--- config.mk ---
export PLATFORM = sky130hd
export DESIGN_NAME = pipeline_hazard_ctrl
export DESIGN_NICKNAME = d
export VERILOG_FILES = /design/src/rtl/asip_hazard_pkg.sv /design/src/rtl/hazard_src_cmp.sv /design/src/rtl/pipeline_hazard_ctrl.sv
export SDC_FILE = /design/constraint.sdc
export NUM_CORES = 1
export LEC_CHECK = 0
export CORE_MARGIN = 3
export CORE_UTILIZATION = 63
export DETAILED_ROUTE_END_ITERATION = 7
export DONT_BUFFER_PORTS = 1
export HOLD_SLACK_MARGIN = 0.15
export PLACE_DENSITY = 0.79
export SYNTH_ARGS = -nofsm -noshare
export SYNTH_HDL_FRONTEND = slang
export SYNTH_SLANG_ARGS = --single-unit
--- constraint.sdc ---
create_clock -name clk -period 2.8 [get_ports clk]
set_input_delay 0.56 -clock clk [delete_from_list [all_inputs] [get_ports clk]]
set_output_delay 0.56 -clock clk [all_outputs]
set_load 0.05 [all_outputs]
--- src/rtl/asip_hazard_pkg.sv ---
// Shared types for the ASIP hazard controller: the in-flight write tag and the controller state.
// Both register files are 16 entries deep, so the register index is 4 bits.
package asip_hazard_pkg;
   localparam int RW = 4;
   localparam logic [RW-1:0] SCALAR_ZERO = '0;

   typedef struct packed {
      logic          vld;
      logic          vec;
      logic [RW-1:0] rd;
   } hzd_tag_t;

   typedef enum logic [1:0] {
      RUN    = 2'd0,
      RAW    = 2'd1,
      FLUSH  = 2'd2,
      FREEZE = 2'd3
   } hzd_state_t;

   // A write to scalar r0 is dropped when r0 is hardwired, so it can never create a hazard.
   function automatic hzd_tag_t make_tag(input logic we, input logic vec,
                                         input logic [RW-1:0] rd, input logic zero_hw);
      hzd_tag_t t;
      t.vec = vec;
      t.rd  = rd;
      t.vld = we & ~(zero_hw & ~vec & (rd == SCALAR_ZERO));
      return t;
   endfunction
endpackage

--- src/rtl/hazard_src_cmp.sv ---
// Compares one ID source operand against the EX/MEM/WB write tags.
// Register file and index must both match; scalar k and vector k are different registers.
module hazard_src_cmp
   import asip_hazard_pkg::*;
(
   input  logic          i_src_vld,
   input  logic          i_src_vec,
   input  logic [RW-1:0] i_src,
   input  hzd_tag_t      i_ex_tag,
   input  hzd_tag_t      i_mem_tag,
   input  hzd_tag_t      i_wb_tag,
   output logic          o_match
);
   hzd_tag_t   w_tags [3];
   logic [2:0] w_hit;

   assign w_tags[0] = i_ex_tag;
   assign w_tags[1] = i_mem_tag;
   assign w_tags[2] = i_wb_tag;

   genvar gi;
   generate
      for (gi = 0; gi < 3; gi++) begin : g_slot
         assign w_hit[gi] = w_tags[gi].vld && (w_tags[gi].vec == i_src_vec)
                            && (w_tags[gi].rd == i_src);
      end
   endgenerate

   assign o_match = i_src_vld & (|w_hit);
endmodule

--- src/rtl/pipeline_hazard_ctrl.sv ---
// RAW-stall / flush / freeze controller for the 5-stage scalar+vector ASIP pipeline.
// Keeps a shadow of in-flight destination tags and drives the PC and segment register controls.
module pipeline_hazard_ctrl
   import asip_hazard_pkg::*;
#(
   parameter int NSRC    = 3,
   parameter bit ZERO_HW = 1'b1,
   parameter int CNT_W   = 16
) (
   input  logic               clk,
   input  logic               rst,
   input  logic               id_valid_i,
   input  logic [NSRC*RW-1:0] id_src_i,
   input  logic [NSRC-1:0]    id_src_vld_i,
   input  logic [NSRC-1:0]    id_src_vec_i,
   input  logic [RW-1:0]      id_rd_i,
   input  logic               id_rd_we_i,
   input  logic               id_rd_vec_i,
   input  logic               pcsrc_ex_i,
   input  logic               mem_busy_i,
   output logic               pc_load_o,
   output logic               if_id_load_o,
   output logic               if_id_clr_o,
   output logic               id_ex_load_o,
   output logic               id_ex_clr_o,
   output logic               ex_mem_load_o,
   output logic               mem_wb_load_o,
   output logic [1:0]         state_o,
   output logic [CNT_W-1:0]   stall_cnt_o,
   output logic [CNT_W-1:0]   flush_cnt_o
);
   hzd_tag_t         r_ex_tag, r_mem_tag, r_wb_tag;
   hzd_state_t       r_state;
   logic [CNT_W-1:0] r_stall_cnt, r_flush_cnt;

   hzd_tag_t         w_id_tag;
   logic [NSRC-1:0]  w_src_match;
   logic             w_hazard;
   hzd_state_t       w_next_state;

   assign w_id_tag = make_tag(id_rd_we_i, id_rd_vec_i, id_rd_i, ZERO_HW);

   genvar gi;
   generate
      for (gi = 0; gi < NSRC; gi++) begin : g_src
         hazard_src_cmp u_cmp (
            .i_src_vld (id_src_vld_i[gi]),
            .i_src_vec (id_src_vec_i[gi]),
            .i_src     (id_src_i[gi*RW +: RW]),
            .i_ex_tag  (r_ex_tag),
            .i_mem_tag (r_mem_tag),
            .i_wb_tag  (r_wb_tag),
            .o_match   (w_src_match[gi])
         );
      end
   endgenerate

   // The WB slot is included: ID reads the file before the WB write lands at the edge.
   assign w_hazard = id_valid_i & (|w_src_match);

   always_comb begin
      if (mem_busy_i)      w_next_state = FREEZE;
      else if (pcsrc_ex_i) w_next_state = FLUSH;
      else if (w_hazard)   w_next_state = RAW;
      else                 w_next_state = RUN;
   end

   always_comb begin
      pc_load_o     = 1'b1;
      if_id_load_o  = 1'b1;
      if_id_clr_o   = 1'b0;
      id_ex_load_o  = 1'b1;
      id_ex_clr_o   = 1'b0;
      ex_mem_load_o = 1'b1;
      mem_wb_load_o = 1'b1;
      if (rst) begin
         pc_load_o     = 1'b0;
         if_id_load_o  = 1'b0;
         id_ex_load_o  = 1'b0;
         ex_mem_load_o = 1'b0;
         mem_wb_load_o = 1'b0;
         if_id_clr_o   = 1'b1;
         id_ex_clr_o   = 1'b1;
      end else begin
         case (w_next_state)
            FREEZE: begin
               pc_load_o     = 1'b0;
               if_id_load_o  = 1'b0;
               id_ex_load_o  = 1'b0;
               ex_mem_load_o = 1'b0;
               mem_wb_load_o = 1'b0;
            end
            FLUSH: begin
               if_id_clr_o = 1'b1;
               id_ex_clr_o = 1'b1;
            end
            RAW: begin
               pc_load_o    = 1'b0;
               if_id_load_o = 1'b0;
               id_ex_clr_o  = 1'b1;
            end
            default: ;
         endcase
      end
   end

   always_ff @(posedge clk) begin
      if (rst) begin
         r_ex_tag    <= '0;
         r_mem_tag   <= '0;
         r_wb_tag    <= '0;
         r_state     <= RUN;
         r_stall_cnt <= '0;
         r_flush_cnt <= '0;
      end else begin
         r_state <= w_next_state;
         if (!mem_busy_i) begin
            r_wb_tag  <= r_mem_tag;
            r_mem_tag <= r_ex_tag;
            // Only an instruction actually issued in RUN enters EX; bubbles and flushes leave it empty.
            r_ex_tag  <= (w_next_state == RUN && id_valid_i) ? w_id_tag : '0;
         end
         if (w_next_state == RAW && r_stall_cnt != '1)
            r_stall_cnt <= r_stall_cnt + CNT_W'(1);
         if (w_next_state == FLUSH && r_flush_cnt != '1)
            r_flush_cnt <= r_flush_cnt + CNT_W'(1);
      end
   end

   assign state_o     = r_state;
   assign stall_cnt_o = r_stall_cnt;
   assign flush_cnt_o = r_flush_cnt;
endmodule

==> impl_metrics.env <==
export IMPL_status="completed"
export IMPL_syn2layout_area_growth_pct=12.0
export IMPL_slowest_stage="dfxtp_1"
export IMPL_drc=0
export IMPL_fin_nets=368
export IMPL_crit_type="flop to output pin"
export IMPL_synth_seq_cells=52
export IMPL_diodes=0
export IMPL_cp_slowest_stage_delay_ps=450
export IMPL_max_vdd_ir_drop_v=0.000394
export IMPL_place_gp_congestion=0.972
export IMPL_rr_worst_depth=5
export IMPL_io_buffers=0
export IMPL_dp_cells=380
export IMPL_final_cell_mix="xor2_1 (45), dfxtp_1 (42), nor2_1 (36)"
export IMPL_synthCells=323
export IMPL_final_common_cell="xor2_1"
export IMPL_power_leakage_nw=1.31
export IMPL_synth_warnings=0
export IMPL_nFillCells=303
export IMPL_seq_area_frac_synth_pct=36.1
export IMPL_fin_skew_ps=12.5
export IMPL_viasPerCell=6.20
export IMPL_start_util_pct=68.6
export IMPL_cts_setup_buffers=0
export IMPL_finalCriticalPeriod_ps=2710
export IMPL_yosys_cell_types_count=46
export IMPL_gr_total_overflow=0
export IMPL_hold_path_class="input port to flop"
export IMPL_insertion_delay_ps=310
export IMPL_slew_headroom_pct=56.6
export IMPL_r2r_start="stall_cnt_o[4]$_SDFFE_PP0P_"
export IMPL_vias=2407
export IMPL_cp_arrival_ps=2150
export IMPL_fmax_mhz=369
export IMPL_r2r_slack_ps=570
export IMPL_total_power_mw=1.31
export IMPL_maxCapViolCount=0
export IMPL_path_clk_slew_ps=100
export IMPL_crit_path_start="r_wb_tag[3]$_SDFFE_PP0N_"
export IMPL_cts_num_sinks=52
export IMPL_path_cells="xor2_1, nor4_1, nand4_1, o21ai_0, a211oi_2, nand2b_4, and2_2, buf_12"
export IMPL_core_sq_um=4200
export IMPL_cts_buffers=5
export IMPL_syn_nets=354
export IMPL_power_density_nw_per_um2=405
export IMPL_drt_pass1_iter_count=4
export IMPL_detail_route_antenna_nets=0
export IMPL_synth_cell_area_sq_um=2880
export IMPL_dieArea_sq_um=5420
export IMPL_antenna_found_initial=0
export IMPL_worstMarginPinSlew_ps=650
export IMPL_grt_pass1_vias=2313
export IMPL_end_kind="output pin"
export IMPL_syn_area_per_cell_sq_um=8.92
export IMPL_setup_viol=0
export IMPL_routed_wl_um=6940
export IMPL_endpoint="if_id_load_o"
export IMPL_h_tree_depth=2
export IMPL_grt_pass1_wl_um=11100
export IMPL_drt_iter0_markers=136
export IMPL_die_y_um=73.6
export IMPL_die_w_um=73.6
export IMPL_root_buffer="clkbuf_8"
export IMPL_dp_hpwl_um=4980
export IMPL_io_pins=70
export IMPL_slew_viol_final=0
export IMPL_start_kind="flop"
export IMPL_cp_required_ps=2240
export IMPL_grt_max_degree=50
export IMPL_cts_tree="yes"
export IMPL_grtUsageTotal_pct=26.2
export IMPL_fin_crit_sh_pct=96.8
export IMPL_clockBufferDepth=2
export IMPL_rows=23
export IMPL_hold_viol=0
export IMPL_drive_gt1_share_pct=20.7
export IMPL_layout_cells_non_filler=388
export IMPL_crit_fanout=6
export IMPL_reg2reg_to="stall_cnt_o[4]$_SDFFE_PP0P_"
export IMPL_wl_per_cell_um=17.9
## Yosys cell counts (all sizes together)
master,number,area [sq um]
dfxtp,52,1040
xor2,45,394
nor2,37,139
nand3,17,85.1
clkbuf,16,60.1
xnor2,15,131
mux2i,14,140
nand4,14,87.6
nand2,11,41.3
a21oi,9,45.0
and3,9,71.3
buf,9,57.6
nor4,9,56.3
or4,8,60.1
o31ai,7,52.6
and4,6,52.6
a22o,5,43.8
nor2b,4,25.0
inv,3,11.3
mux2,3,33.8
nor3,3,15.0
or2,3,21.3
and2,2,12.5
ha,2,25.0
nand2b,2,12.5
o21ai,2,10.0
o21bai,2,15.0
o311ai,2,17.5
o41ai,2,17.5
a211oi,1,12.5
a31o,1,8.76
a32o,1,10.0
a41oi,1,16.3
nor4b,1,15.0
o21a,1,7.51
o311a,1,10.0
o31a,1,8.76
or3,1,6.26
or4b,1,10.0
## final cells by class
type | count | area (sq um) | area share (%)
multi-input combinational | 243 | 1760 | 54.4
sequential | 52 | 1050 | 32.7
timing repair buffer | 32 | 253 | 7.84
clock buffer | 5 | 68.8 | 2.13
tap | 50 | 62.6 | 1.94
clock inverter | 3 | 21.3 | 0.659
inverter | 3 | 11.3 | 0.349
## registers in the layout, summed over array words and instances, names as in the netlist
signal       flops
state_o          2
r_wb_tag         6
r_mem_tag        6
r_ex_tag         6
flush_cnt_o     16
stall_cnt_o     16
## how the worst min path moves through the flow
stage                                   from                           to  slack, ps  cells after the start
floorplan           r_ex_tag[5]$_SDFFE_PP0N_     r_ex_tag[5]$_SDFFE_PP0N_        510                      1
global placement    r_wb_tag[5]$_SDFFE_PP0N_     r_wb_tag[5]$_SDFFE_PP0N_        550                      2
detailed placement  r_wb_tag[5]$_SDFFE_PP0N_     r_wb_tag[5]$_SDFFE_PP0N_        550                      2
CTS                                      rst    r_mem_tag[2]$_SDFFE_PP0N_        300                      1
global route                             rst    r_mem_tag[0]$_SDFFE_PP0N_        290                      1
finish                                   rst  stall_cnt_o[5]$_SDFFE_PP0P_        310                      1
## critical path: cells and delay by family, from the launching register on
kind / cells / cell delay [ps]
xor gates and xnor gates: 1 / 190
buffers and inverters: 1 / 180
DFF: 1 / 450
AOI/OAI and AO/OA: 2 / 440
and+or+nand+nor: 4 / 580
## power breakdown
part           internal [mW]  switching, mW  total (mW)
clock network          0.178          0.251       0.428
registers              0.747         0.0151       0.762
logic                 0.0483         0.0688       0.117
## kinds of logic (layout without fill, tap and decap cells)
| group | after synthesis | count (layout) | synth area share (%) |
|---|---|---|---|
| XOR/XNOR | 60 | 60 | 18.2 |
| flip-flops | 52 | 52 | 36.1 |
| AO/OA/AOI/OAI | 36 | 36 | 9.56 |
| multiplexers | 17 | 17 | 6.04 |
| adder cells (fa/ha/maj) | 2 | 2 | 0.869 |
| AND/OR/NAND/NOR | 128 | 128 | 24.7 |
| buffers and inverters | 28 | 43 | 4.47 |
## through the flow
stage	setup TNS, ps	cell area (sq um)	hold WS, ps	util, %	setup WS, ps
finish	0	3230	313	76.8	90.3
detailed placement	0	3090	553	73.6	136
global route	-34.0	3230	289	76.8	-17.0
CTS	0	3190	302	76.0	43.7
floorplan	-87.5	2890	505	-	-87.5
global placement	0	3090	548	73.6	164
## layer usage
metal / up-vias / GRT usage, % / share of wire [%]
li1: 1179 / - / -
met1: 1138 / 33.8 / 43
met2: 81 / 41.4 / 47
met3: 9 / 8.21 / 8.1
met4: 0 / 8.65 / 1.5
met5: - / 0 / 0
## what timing repair did
| action | CTS | global route |
|---|---|---|
| hold buffers | 0 | 0 |
| pin swaps | 0 | 1 |
| gates resized for setup | 4 | 12 |
| endpoints found under the setup margin | 3 | 3 |
Note: power is estimated with default switching activity, not from simulation.
